**src/rtl/fir_mac_sched_pkg.sv**
```systemverilog
// fir_pkg: shared definitions for the time-multiplexed FIR controller.
//   - FSM state encoding (IDLE, MAC, OUT)
//   - default sample/coefficient width, tap count, accumulator width
//   - tap-index width used by the coefficient address bus
package fir_pkg;

   localparam int DATA_W = 8;
   localparam int NTAPS  = 4;
   localparam int ACC_W  = 2 * DATA_W + 2;
   localparam int TAP_W  = $clog2(NTAPS);

   typedef enum logic [1:0] {
      IDLE = 2'd0,
      MAC  = 2'd1,
      OUT  = 2'd2
   } fir_state_e;

endpackage

```
**src/rtl/fir_mac_sched_if.sv**
```systemverilog
// fir_mac_sched_if: sample-in / result-out handshakes plus the coefficient
// write bus of the FIR controller.
//   slave  : the controller side (fir_mac_sched)
//   master : the environment side (source, consumer, coefficient writer)
// Signals:
//   in_valid/in_data/in_ready     upstream sample handshake
//   out_valid/out_data/out_ready  downstream result handshake
//   coef_we/coef_addr/coef_data   coefficient write strobe, tap index, value
interface fir_mac_sched_if #(
   parameter int DATA_W = fir_pkg::DATA_W
);
   import fir_pkg::*;

   logic              in_valid;
   logic [DATA_W-1:0] in_data;
   logic              in_ready;
   logic              out_valid;
   logic [DATA_W-1:0] out_data;
   logic              out_ready;
   logic              coef_we;
   logic [TAP_W-1:0]  coef_addr;
   logic [DATA_W-1:0] coef_data;

   modport slave (
      input  in_valid, in_data, out_ready, coef_we, coef_addr, coef_data,
      output in_ready, out_valid, out_data
   );

   modport master (
      output in_valid, in_data, out_ready, coef_we, coef_addr, coef_data,
      input  in_ready, out_valid, out_data
   );

endinterface

```
**src/rtl/fir_mac_sched_mac_unit.sv**
```systemverilog
// fir_mac_unit: registered unsigned multiply-accumulate.
// Ports:
//   clk, rst_n  clock, asynchronous active-low reset
//   clr         synchronous accumulator clear
//   en          perform one MAC step this cycle
//   load        with en: acc <= a*b (first tap) instead of acc + a*b
//   a, b        DATA_W-bit unsigned operands
//   acc         ACC_W-bit accumulator
module fir_mac_unit #(
   parameter int DATA_W = fir_pkg::DATA_W,
   parameter int ACC_W  = 2 * DATA_W + 2
) (
   input  logic              clk,
   input  logic              rst_n,
   input  logic              clr,
   input  logic              en,
   input  logic              load,
   input  logic [DATA_W-1:0] a,
   input  logic [DATA_W-1:0] b,
   output logic [ACC_W-1:0]  acc
);
   import fir_pkg::*;

   logic [2*DATA_W-1:0] prod;
   logic [ACC_W-1:0]    prod_ext;

   // Operands are widened before multiplying so the full product is kept.
   assign prod     = {{DATA_W{1'b0}}, a} * {{DATA_W{1'b0}}, b};
   assign prod_ext = {{(ACC_W-2*DATA_W){1'b0}}, prod};

   // Accumulator: the load select lets the first tap overwrite the previous
   // sample's sum, so no separate clear cycle is needed between samples.
   always_ff @(posedge clk or negedge rst_n) begin
      if (!rst_n) begin
         acc <= '0;
      end else if (clr) begin
         acc <= '0;
      end else if (en) begin
         acc <= load ? prod_ext : (acc + prod_ext);
      end
   end

endmodule

```
**src/rtl/fir_mac_sched.sv**
```systemverilog
// fir_mac_sched: 4-tap unsigned FIR controller with one shared MAC.
// Owns the sample delay line and coefficient bank and walks the taps one per
// cycle through fir_mac_unit. A sample accepted at edge T produces out_valid
// at edge T+5; the result is held until the consumer takes it.
// Ports:
//   clk, rst_n  clock, asynchronous active-low reset
//   clr         synchronous flush of delay line and computation (coefs kept)
//   busy        FSM is not in IDLE
//   bus         fir_mac_sched_if.slave (sample in, result out, coef writes)
// Build option:
//   FIR_SAT_EN  when defined, the shifted sum is clamped to 2^DATA_W-1;
//               otherwise its low DATA_W bits are output (wrap).
module fir_mac_sched #(
   parameter int DATA_W    = fir_pkg::DATA_W,
   parameter int NTAPS     = fir_pkg::NTAPS,
   parameter int OUT_SHIFT = 0,
   parameter int COEF_RST  = 1
) (
   input  logic             clk,
   input  logic             rst_n,
   input  logic             clr,
   output logic             busy,
   fir_mac_sched_if.slave   bus
);
   import fir_pkg::*;

   localparam int AW = 2 * DATA_W + 2;
   localparam int KW = (NTAPS > 1) ? $clog2(NTAPS) : 1;
   localparam logic [KW-1:0] LAST_TAP = KW'(NTAPS - 1);

   fir_state_e        state, state_nxt;
   logic [DATA_W-1:0] taps  [NTAPS];
   logic [DATA_W-1:0] coefs [NTAPS];
   logic [KW-1:0]     tap_cnt;
   logic [AW-1:0]     acc;
   logic [DATA_W-1:0] y_narrow;
   logic [DATA_W-1:0] out_data_q;
   logic              out_valid_q;
   logic              rst_done;
   logic              in_ready_c;
   logic              accept;
   logic              coef_wr;
   logic              mac_en;
   logic              mac_load;
   logic              out_load;

   // rst_done keeps in_ready low until the first edge after reset release.
   always_ff @(posedge clk or negedge rst_n) begin
      if (!rst_n) begin
         rst_done <= 1'b0;
      end else begin
         rst_done <= 1'b1;
      end
   end

   // FSM state register.
   always_ff @(posedge clk or negedge rst_n) begin
      if (!rst_n) begin
         state <= IDLE;
      end else begin
         state <= state_nxt;
      end
   end

   // Next-state logic: clr overrides every transition and returns to IDLE.
   always_comb begin
      state_nxt = state;
      if (clr) begin
         state_nxt = IDLE;
      end else begin
         case (state)
            IDLE:    if (accept) state_nxt = MAC;
            MAC:     if (tap_cnt == LAST_TAP) state_nxt = OUT;
            OUT:     if (out_valid_q && bus.out_ready) state_nxt = IDLE;
            default: state_nxt = IDLE;
         endcase
      end
   end

   // FSM outputs. Samples and coefficient writes are only taken in IDLE,
   // and a clr cycle blocks both. The result register is loaded once on
   // the first OUT cycle and then held.
   always_comb begin
      in_ready_c = (state == IDLE) && rst_done && !clr;
      accept     = in_ready_c && bus.in_valid;
      coef_wr    = (state == IDLE) && bus.coef_we && !clr;
      mac_en     = (state == MAC) && !clr;
      mac_load   = (tap_cnt == '0);
      out_load   = (state == OUT) && !out_valid_q && !clr;
      busy       = (state != IDLE);
   end

   // Tap counter runs 0..NTAPS-1 while in MAC and idles at zero elsewhere.
   always_ff @(posedge clk or negedge rst_n) begin
      if (!rst_n) begin
         tap_cnt <= '0;
      end else if (clr || (state != MAC)) begin
         tap_cnt <= '0;
      end else begin
         tap_cnt <= tap_cnt + 1'b1;
      end
   end

   // Delay line: taps[0] is the newest sample x[n], taps[k] is x[n-k].
   always_ff @(posedge clk or negedge rst_n) begin
      if (!rst_n) begin
         for (int i = 0; i < NTAPS; i++) taps[i] <= '0;
      end else if (clr) begin
         for (int i = 0; i < NTAPS; i++) taps[i] <= '0;
      end else if (accept) begin
         taps[0] <= bus.in_data;
         for (int i = 1; i < NTAPS; i++) taps[i] <= taps[i-1];
      end
   end

   // Coefficient bank. A write in the same cycle as a sample accept commits
   // at that edge, before the first MAC cycle reads it.
   always_ff @(posedge clk or negedge rst_n) begin
      if (!rst_n) begin
         for (int i = 0; i < NTAPS; i++) coefs[i] <= DATA_W'(COEF_RST);
      end else if (coef_wr) begin
         coefs[bus.coef_addr] <= bus.coef_data;
      end
   end

   fir_mac_unit #(
      .DATA_W (DATA_W),
      .ACC_W  (AW)
   ) u_mac (
      .clk   (clk),
      .rst_n (rst_n),
      .clr   (clr),
      .en    (mac_en),
      .load  (mac_load),
      .a     (taps[tap_cnt]),
      .b     (coefs[tap_cnt]),
      .acc   (acc)
   );

   // Output narrowing of the shifted accumulator.
`ifdef FIR_SAT_EN
   localparam logic [AW-1:0] OUT_MAX = {{(AW-DATA_W){1'b0}}, {DATA_W{1'b1}}};
   logic [AW-1:0] acc_shift;
   assign acc_shift = acc >> OUT_SHIFT;
   assign y_narrow  = (acc_shift > OUT_MAX) ? OUT_MAX[DATA_W-1:0]
                                            : acc_shift[DATA_W-1:0];
`else
   assign y_narrow = DATA_W'(acc >> OUT_SHIFT);
`endif

   // Result register: loaded on entry to OUT, held through backpressure,
   // released by the consumer handshake or flushed by clr.
   always_ff @(posedge clk or negedge rst_n) begin
      if (!rst_n) begin
         out_valid_q <= 1'b0;
         out_data_q  <= '0;
      end else if (clr) begin
         out_valid_q <= 1'b0;
      end else if (out_load) begin
         out_valid_q <= 1'b1;
         out_data_q  <= y_narrow;
      end else if (out_valid_q && bus.out_ready) begin
         out_valid_q <= 1'b0;
      end
   end

   assign bus.in_ready  = in_ready_c;
   assign bus.out_valid = out_valid_q;
   assign bus.out_data  = out_data_q;

endmodule
```
**src/flat_wrapper.sv**
```systemverilog
// flat-port wrapper written by rule: the top's interface ports become plain ports
module fir_mac_sched_flat import fir_pkg::*;
#(
   parameter int DATA_W    = fir_pkg::DATA_W,
   parameter int NTAPS     = fir_pkg::NTAPS,
   parameter int OUT_SHIFT = 0,
   parameter int COEF_RST  = 1
)
  (clk, rst_n, clr, busy, bus_in_valid, bus_in_data, bus_out_ready, bus_coef_we, bus_coef_addr, bus_coef_data, bus_in_ready, bus_out_valid, bus_out_data);
  fir_mac_sched_if #(.DATA_W(DATA_W)) bus_i ();
  input  logic clk;
  input  logic rst_n;
  input  logic clr;
  output logic busy;
  input wire logic [$bits(bus_i.in_valid)-1:0] bus_in_valid;
  input wire logic [$bits(bus_i.in_data)-1:0] bus_in_data;
  input wire logic [$bits(bus_i.out_ready)-1:0] bus_out_ready;
  input wire logic [$bits(bus_i.coef_we)-1:0] bus_coef_we;
  input wire logic [$bits(bus_i.coef_addr)-1:0] bus_coef_addr;
  input wire logic [$bits(bus_i.coef_data)-1:0] bus_coef_data;
  output wire logic [$bits(bus_i.in_ready)-1:0] bus_in_ready;
  output wire logic [$bits(bus_i.out_valid)-1:0] bus_out_valid;
  output wire logic [$bits(bus_i.out_data)-1:0] bus_out_data;
  assign bus_i.in_valid = bus_in_valid;
  assign bus_i.in_data = bus_in_data;
  assign bus_i.out_ready = bus_out_ready;
  assign bus_i.coef_we = bus_coef_we;
  assign bus_i.coef_addr = bus_coef_addr;
  assign bus_i.coef_data = bus_coef_data;
  assign bus_in_ready = bus_i.in_ready;
  assign bus_out_valid = bus_i.out_valid;
  assign bus_out_data = bus_i.out_data;
  fir_mac_sched #(.DATA_W(DATA_W), .NTAPS(NTAPS), .OUT_SHIFT(OUT_SHIFT), .COEF_RST(COEF_RST)) u_core (.clk(clk), .rst_n(rst_n), .clr(clr), .busy(busy), .bus(bus_i));
endmodule
```
**config.mk**
```make
export PLATFORM = sky130hd
export DESIGN_NAME = fir_mac_sched_flat
export DESIGN_NICKNAME = d
export VERILOG_FILES = /design/src/rtl/fir_mac_sched_pkg.sv /design/src/rtl/fir_mac_sched_if.sv /design/src/rtl/fir_mac_sched_mac_unit.sv /design/src/rtl/fir_mac_sched.sv /design/src/flat_wrapper.sv
export SDC_FILE = /design/constraint.sdc
export NUM_CORES = 1
export LEC_CHECK = 0
export ABC_AREA = 1
export CAP_MARGIN = 20
export CORE_MARGIN = 2
export CORE_UTILIZATION = 60
export CTS_CLUSTER_SIZE = 12
export DETAILED_ROUTE_END_ITERATION = 16
export GPL_ROUTABILITY_DRIVEN = 0
export PLACE_DENSITY_LB_ADDON = 0.08
export SETUP_SLACK_MARGIN = 0.4
export SYNTH_ARGS = -nofsm -noshare
export SYNTH_HDL_FRONTEND = slang
export SYNTH_SLANG_ARGS = --single-unit
```
**constraint.sdc**
```tcl
create_clock -name clk -period 5.4 [get_ports clk]
set_input_delay 1.35 -clock clk [delete_from_list [all_inputs] [get_ports clk]]
set_output_delay 1.35 -clock clk [all_outputs]
set_load 0.03 [all_outputs]
```
# Word-level counts from Yosys, hierarchy flattened
# Cells that the tools add are included.
# Widths: inputs -> output; s select.
# classes
add_sub_neg,2
mul,1
order_cmp,3
eq_ne,7
muxes,23
bitwise,3
reduce_logical,21
# op_table
operator,count
$mux 32,2
$mux 18,3
$mux 8,5
$bmux 8 s2,2
$bwmux 32,1
$add 18x16->18,1
$demux 8 s2,1
$mul 8x8->16,1
$logic_and 1x1->1,10
$mux 2,5
$ne 3x2->1 const B,3
$ge 3x3->1 const B,2
$not 2->3,2
$pmux 2 s3,1
$reduce_bool 2->1,3
$eq 2x2->1 const B,2
$logic_not 2->1,2
$lt 3x1->1 const B,1
$mux 1,3
$reduce_and 3->1,1
$reduce_bool 3->1,1
$add 2x1->2 const B,1
$eq 2x1->1 const B,1
$logic_not 1->1,2
4 further kinds,4
# word_totals
ff_bits,96
out_inout_bits,11
word_cells,74

# Logic depth before layout (Yosys ltp)
# Gate-level depths: netlist of the first run.
# logic_depth
ltp_word,9
mapped_depth,33
ltp_nobuf,31

# Modules after synthesis
# Synthesis of the first run repeated with hierarchy kept, for this count alone.
# hier_totals
hier_cells,1153
hier_area_um2,8007.7
# modules_own_cells
mod,instances,cells_per_inst,area_per_inst_um2,seq_area_each_um2
fir_mac_unit,1,675,4257.8,450.4
fir_mac_sched,1,478,3749.8,1956.9

# Worst setup path after synthesis of the first run
# Ideal clock, no wire load.
# synth_path
path_kind,flip-flop to flip-flop
start,reg u_core.tap_cnt[0]
end,reg u_core.u_mac.acc[7]
arrival_time_ns,4.704
slack_ns,0.579
path_stages_with_launch,27
period_less_slack_ns,4.821
cell_sequence,dfrtp_1 > buf_6 > inv_4 > buf_6 > nand2_1 > a32oi_1 > nand2_1 > fa_1 > inv_1 > ha_1 > inv_1 > fa_1 > fa_1 > inv_1 > ha_1 > or2_2 > nand2_1 > ha_1 > inv_1 > nor3_1 > nand2_1 > o311ai_0 > and2_1 > nor2_1 > nand3_1 > nand3_1 > nand2_1
# synth_between
elab_chain_cells,9
# synth_rtl
element,line_no,rtl
start: declaration,fir_mac_sched.sv:34,logic [KW-1:0] tap_cnt;
start signal: assignment,fir_mac_sched.sv:100,tap_cnt <= tap_cnt + 1'b1;
$not 2->3 (not written as such),"fir_mac_sched.sv:135, fir_mac_sched.sv:136",
$bmux 8 s2 (on tied branches),"fir_mac_sched.sv:135, fir_mac_sched.sv:136",
$mux 8 (on tied branches) (2 in series),"fir_mac_sched.sv:135, fir_mac_sched.sv:136",
$mul 8x8->16,fir_mac_sched_mac_unit.sv:28,"assign prod = {{DATA_W{1'b0}}, a} * {{DATA_W{1'b0}}, b};"
$add 18x16->18,fir_mac_sched_mac_unit.sv:39,acc <= load ? prod_ext : (acc + prod_ext);
$mux 18 *,fir_mac_sched_mac_unit.sv:39,
$mux 18 *,fir_mac_sched_mac_unit.sv:38,end else if (en) begin
$mux 18 *,fir_mac_sched_mac_unit.sv:36,end else if (clr) begin
end signal: assignment,fir_mac_sched_mac_unit.sv:39,
end: declaration,fir_mac_sched_mac_unit.sv:20,output logic [ACC_W-1:0] acc
# Mark *: on every way between the ends. The rest lies on a longest branch, timed or not. The select of a mux whose other input is x is not followed.
# A chain may end at the register's enable or synchronous reset.

# Worst setup path after layout of the first run
# Ends and elaborated chain as after synthesis.

==> results of run 1 <==
==> report_power, final <==
group | internal, mW | switching (mW) | total, mW
Clock | 0.229 | 0.236 | 0.465
Combinational | 0.273 | 0.386 | 0.659
Sequential | 0.740 | 0.0409 | 0.781
==> per-stage QoR <==
stage	instance area, um2	cells	setup slack (ns)	total power, mW	hold slack, ns
after floorplan	5191	652	0.5788	1.166	0.4805
after global placement	5597	779	0.3479	1.294	0.4648
after detailed placement	5597	779	0.09912	1.320	0.4727
after CTS	5948	803	0.4003	1.819	0.4901
after global routing	6228	819	0.3352	2.014	0.5080
final	6228	819	0.4808	1.905	0.4803
==> synthesized netlist by cell type (4+ instances only) <==
cell type | count | area (um2)
o22ai_1 | 25 | 156.4
nor2_1 | 30 | 112.6
inv_1 | 119 | 446.7
dfstp_2 | 4 | 105.1
mux2_2 | 15 | 168.9
nand2_1 | 169 | 634.4
o21ai_0 | 51 | 255.2
nand3_1 | 46 | 230.2
nand2_2 | 6 | 37.54
fa_1 | 13 | 260.3
buf_6 | 5 | 56.30
ha_1 | 25 | 312.8
nor3_1 | 5 | 25.02
clkbuf_1 | 10 | 37.54
a21oi_1 | 16 | 80.08
dfrtp_1 | 82 | 2052
==> layer usage <==
metal | share of wire (%) | up-vias | wire, um
met5 | 0 | - | 0
met4 | 2.3 | 0 | 284
met3 | 4.0 | 31 | 486
met2 | 51 | 114 | 6243
met1 | 42 | 2191 | 5180
li1 | - | 2177 | -
==> worst min-delay path by stage <==
stage	to	startpoint	depth (start not counted)
final	u_core.bus.out_data[0]$_DFFE_PN0P_	u_core.bus.out_data[0]$_DFFE_PN0P_	2
after global routing	u_core.bus.out_data[0]$_DFFE_PN0P_	u_core.bus.out_data[0]$_DFFE_PN0P_	2
after CTS	u_core.bus.out_data[0]$_DFFE_PN0P_	u_core.bus.out_data[0]$_DFFE_PN0P_	2
after detailed placement	u_core.bus.out_data[0]$_DFFE_PN0P_	u_core.bus.out_data[0]$_DFFE_PN0P_	2
after global placement	u_core.bus.out_data[0]$_DFFE_PN0P_	u_core.bus.out_data[0]$_DFFE_PN0P_	2
after floorplan	u_core.taps[15]$_DFFE_PN0P_	u_core.taps[23]$_DFFE_PN0P_	2
==> logic make-up after synthesis <==
logic type,Yosys count
compound gates,102
xor+xnor,3
fa+ha+maj,38
buf+inv,145
flops,86
mux,15
other cells,1
simple gates,262
==> registers in the layout (all words and copies together) (netlist names) <==
signal and count:
u_core.bus.out_data 8, u_core.bus.out_valid 1, u_core.coefs 32, u_core.rst_done 1
u_core.state 2, u_core.tap_cnt 2, u_core.taps 32, u_core.u_mac.acc 8
==> area by class of cell <==
cell class	count	area (um2)
multi-input combinational	421	2572
sequential	86	2158
fill	596	2071
timing repair buffer	66	666.9
inverter	124	489.2
clock buffer	12	145.1
tap	105	131.4
clock inverter	4	53.80
timing repair inverter	1	11.26
==> critical path, delay by kind of cell (launching register included) <==
kind            cells  cell delay (ns)
simple gates       11             1.14
fa+ha+maj           6             2.29
compound gates      2             0.27
buf+inv             8             0.72
flops               1             0.46
==> what timing repair did <==
action | CTS | global route
resized for setup | 20 | 39
gates cloned | 2 | 1
pin swaps | 3 | 27
setup endpoints to repair | 1 | 1
buffers inserted | 6 | 14
==> out/results.txt, run 1 <==
critical path peak fanout: 6
largest net degree at the start of global routing: 87
Post-synth ARST share: 100.0%
Inserted Clock Buffers: 9
Clock Latency Late Sink: 0.37 ns
Peak supply drop: 196.2 uV
initial antenna violation count: 0
vias per cell: 5.510
crit path time final: 4.919 ns
Post-Synth XOR/XNOR Area: 0.5061%
Initial Util: 62.55%
P_leak: 3.042 nW
Synth Area in Simple Gates: 20.82%
worst min-delay path category: reg2reg
commonest non-fill, non-tap cell in the layout: nand2_1
first-pass GRT wire length: 19,840 um
antenna-violating nets left: 0
All-Layer GR Usage: 25.98%
Area growth, synth to finish: 19.98%
gr busiest metal: met2
Max-Cap Viols: 0
Syn. warnings: 0
Core Area: 8299 um2
number of synthesized flops with an enable pin: 0
# DRC: 0
Slew HR: 33.44%
global route total overflow: 0
Tcrit/Tclk final: 91.10%
clk sinks: 86
GRT met1 Usage: 32.65%
routed length per instance: 14.89 um
slowest stage delay, CP: 0.52 ns
Mapped Cells: 652
Clock Path Buffers: 2
Clock Tree Root: clkbuf_8
port bufs: 34
final core utilization: 75.05%
Detailed Routing Iterations Pass 1: 5
via count: 4,513
reg-to-reg slack, setup: 0.48 ns
layout cells sized above 1: 16.53%
clk slew on worst S/H paths: 0.09 ns
WP data arrival: 5.21 ns
register area share after synthesis: 41.55%
Horiz. Die Dim: 97.02 um
worst path required time: 5.69 ns
Mapped Avg Cell Area: 7.962 um2
Final Hold Viols: 0
Ports: 35
Synth Area in Compound Gates: 11.21%
GR Util met3: 5.275%
RSZ-0062 raised after global routing: yes
n_diodes: 0
pwr dens: 305.8 nW/um2
DR iter-0 viols: 264
dpl hpwl: 8161 um
synthesized-area fraction occupied by adder cells: 11.04%
die height: 97.02 um
startpoint types: flop
Layout Skew: 0.01951 ns
setup TNS: 0 ns
worst r2r path cells: 27
fin nets: 771
worst slew pin tran: 0.9960 ns
CTS tree: built
f_max: 203.3 MHz
RR Endpoint: u_core.u_mac.acc[7]$_DFFE_PN0P_
commonest non-fill, non-tap cells in the layout: 164 x nand2_1, 109 x inv_1, 81 x dfrtp_1
met2 Use GR: 44.02%
final setup vio count: 0
vias in the first global route: 4,354
Worst Setup SP: u_core.tap_cnt[0]$_DFF_PN0_
CP max stage cell: fa_1
Critical Path End: u_core.u_mac.acc[7]$_DFFE_PN0P_
Die ar.: 9412 um2
mux share of post-synthesis cell area: 3.254%
Core Rows: 33
synthesized flop and latch total: 86
R2R Path Start: u_core.tap_cnt[0]$_DFF_PN0_
H-tree depth: 3
Mapped Area: 5191 um2
Mapped Nets: 714
Routed WL: 12,200 um
hold_buf cts: 0
Max Slew Vio Count: 0
status: complete, no violations
main combinational cell family by area after synthesis: simple AND/OR/NAND/NOR gates
CP endpoint kind: flop
WS Path Type: reg2reg
Distinct cells, synth: 35
Most used DFF post-synth: dfrtp_1
Power figures use the tool's default switching activity.
==> run 2, diff against run 1 <==
--- a/config.mk
+++ b/config.mk
@@ -12,6 +12,7 @@
 export CTS_CLUSTER_SIZE = 12
 export DETAILED_ROUTE_END_ITERATION = 16
 export GPL_ROUTABILITY_DRIVEN = 0
+export MAX_ROUTING_LAYER = met4
 export PLACE_DENSITY_LB_ADDON = 0.08
 export SETUP_SLACK_MARGIN = 0.4
 export SYNTH_ARGS = -nofsm -noshare
==> out/results.txt, run 2 (synthesis results as in run 1) <==
commonest non-fill, non-tap cell in the layout: nand2_1
Slew HR: 37.06% (+3.6 points)
Max-Cap Viols: 0 (unchanged)
layout cells sized above 1: 16.39% (-0.14 points)
Max Slew Vio Count: 0 (unchanged)
hold_buf cts: 0 (unchanged)
Clock Path Buffers: 2 (unchanged)
RSZ-0062 raised after global routing: yes
via count: 4,509 (-0.089%)
# DRC: 0 (unchanged)
antenna-violating nets left: 0 (unchanged)
setup TNS: 0 ns (unchanged)
pwr dens: 305.6 nW/um2 (about the same)
Die ar.: 9412 um2 (unchanged)
internal power: 1.241 mW (about the same)
first-pass GRT wire length: 19,870 um (+0.14%)
final setup vio count: 0 (unchanged)
WS Path Type: reg2reg
Final Hold Viols: 0 (unchanged)
worst slew pin tran: 0.9418 ns (-0.05419 ns)
WP data arrival: 5.21 ns (about the same)
vias per cell: 5.505 (about the same)
All-Layer GR Usage: 26.78% (+0.80 points)
Initial Util: 62.55% (unchanged)
Layout Skew: 0.01815 ns (-0.001352 ns)
Inserted Clock Buffers: 9 (unchanged)
f_max: 203.3 MHz (about the same)
startpoint types: flop
Clock Tree Root: clkbuf_8
Core Rows: 33 (unchanged)
initial antenna violation count: 0 (unchanged)
P_leak: 3.045 nW (about the same)
post-place setup slack: 0.09912 ns (unchanged)
area of the multi-input gates: 2572 um2 (unchanged)
vias in the first global route: 4,344 (-0.23%)
n_diodes: 0 (unchanged)
FF+latch area: 2158 um2 (unchanged)
critical path peak fanout: 6 (unchanged)
final core utilization: 75.09% (about the same)
Detailed Routing Iterations Pass 1: 5 (unchanged)
Core Area: 8299 um2 (unchanged)
global route total overflow: 0 (unchanged)
crit path time final: 4.919 ns (-0.0003240 ns)
Ports: 35 (unchanged)
Final WS setup: 0.4812 ns (+0.0003240 ns)
Clock power frac: 24.5% (about the same)
top flop regs: u_core.coefs x32, u_core.taps x32
routed length per instance: 14.77 um (-0.83%)
status: complete, no violations
worst min-delay path category: reg2reg
CP endpoint kind: flop
Horiz. Die Dim: 97.02 um (unchanged)
Sequential Power Share: 41.0% (about the same)
clk slew on worst S/H paths: 0.09 ns (about the same)
commonest non-fill, non-tap cells in the layout: 164 x nand2_1, 110 x inv_1, 81 x dfrtp_1
Area growth, synth to finish: 20.05% (about the same)
port bufs: 34 (unchanged)
Clock Latency Late Sink: 0.37 ns (about the same)
dpl hpwl: 8161 um (unchanged)
DR iter-0 viols: 254 (-3.8%)
worst path required time: 5.69 ns (about the same)
Comb pwr share: 34.5% (about the same)
largest net degree at the start of global routing: 87 (unchanged)
H-tree depth: 3 (unchanged)
Tcrit/Tclk final: 91.09% (about the same)
CTS tree: built
Switch Pwr: 663.3 uW (about the same)
switching share of power: 34.83% (about the same)
clk sinks: 86 (unchanged)
# fillers: 596 (unchanged)
fin nets: 771 (unchanged)
die height: 97.02 um (unchanged)
Peak supply drop: 196.8 uV (+0.33%)
Routed WL: 12,090 um (-0.83%)
run 2: cell types whose count changed in the layout (fill, tap and decap cells not counted):
cell | previous run | this run
inv_2 | 10 | 9
buf_6 | 3 | 4
buf_4 | 25 | 24
inv_1 | 109 | 110
run 2: power groups by stage:
stage | combinational [mW] | sequential, mW | clock (mW)
after detailed placement | 0.529 | 0.791 | 0
after global routing | 0.726 | 0.791 | 0.498
after global placement | 0.506 | 0.787 | 0
after floorplan | 0.370 | 0.796 | 0
final | 0.657 | 0.781 | 0.466
after CTS | 0.572 | 0.779 | 0.469
run 2: final cells by class:
type                       instances  share of cell area, %
multi-input combinational        421                  41.28
sequential                        86                  34.63
timing repair buffer              66                  10.76
inverter                         124                  7.850
clock buffer                      12                  2.329
tap                              105                  2.108
clock inverter                     4                 0.8633
timing repair inverter             1                 0.1807
run 2: worst max-delay path: stages (launching register included):
cell,delay (ns)
dfrtp_2,0.46
buf_6,0.14
buf_8,0.13
buf_16,0.13
o211ai_4,0.16
nand2_2,0.11
inv_2,0.09
nor2_2,0.05
fa_2,0.36
inv_2,0.07
fa_1,0.45
fa_1,0.52
fa_1,0.52
inv_2,0.05
ha_4,0.22
or2_4,0.24
nand2_4,0.08
ha_4,0.22
inv_4,0.06
nor3_2,0.03
nand2_1,0.08
o311ai_2,0.11
and2_1,0.18
nor2_2,0.12
inv_1,0.05
nand2_1,0.06
nand3_1,0.08
nand2_1,0.10
run 2: routing by layer:
layer  vias to the layer above  wire, um  global-route usage (%)
li1                       2176         -                       -
met1                      2179      5150                   32.98
met2                       125      6183                   43.80
met3                        29       481                   5.202
met4                         0       279                   10.62
met5                         -         0                       -
run 2: stage by stage:
stage	instances	hold WS (ns)	cell area, um2	power [mW]
after floorplan	652	0.4805	5191	1.166
final	819	0.4835	6232	1.904
after global placement	779	0.4648	5597	1.294
after CTS	803	0.4901	5948	1.819
after global routing	819	0.5080	6232	2.015
after detailed placement	779	0.4727	5597	1.320
run 2: final timing paths:
kind	slack [ns]	endpoint	cells after the start	startpoint
max	0.48	u_core.u_mac.acc[7]$_DFFE_PN0P_	27	u_core.tap_cnt[0]$_DFF_PN0_
min	0.48	u_core.bus.out_data[0]$_DFFE_PN0P_	2	u_core.bus.out_data[0]$_DFFE_PN0P_
max reg2reg	0.48	u_core.u_mac.acc[7]$_DFFE_PN0P_	27	u_core.tap_cnt[0]$_DFF_PN0_
min reg2reg	0.48	u_core.bus.out_data[0]$_DFFE_PN0P_	2	u_core.bus.out_data[0]$_DFFE_PN0P_
max in group asynchronous	3.85	u_core.coefs[8]$_DFFE_PN1P_	2	rst_n
min in group asynchronous	0.90	u_core.taps[23]$_DFFE_PN0P_	1	rst_n
run 2: what timing repair did:
item / 4_1_cts / 5_1_grt
setup buffers: 6 / 14
resized for setup: 20 / 39
endpoints found under the setup margin: 1 / 1
gates cloned: 2 / 1
pin swaps: 3 / 26
==> run 3, diff against run 2 <==
--- a/config.mk
+++ b/config.mk
@@ -15,6 +15,7 @@
 export MAX_ROUTING_LAYER = met4
 export PLACE_DENSITY_LB_ADDON = 0.08
 export SETUP_SLACK_MARGIN = 0.4
+export SLEW_MARGIN = 10
 export SYNTH_ARGS = -nofsm -noshare
 export SYNTH_HDL_FRONTEND = slang
 export SYNTH_SLANG_ARGS = --single-unit
==> results of run 3 <==
Final layout, timing and power as in run 2 (identical DEF).
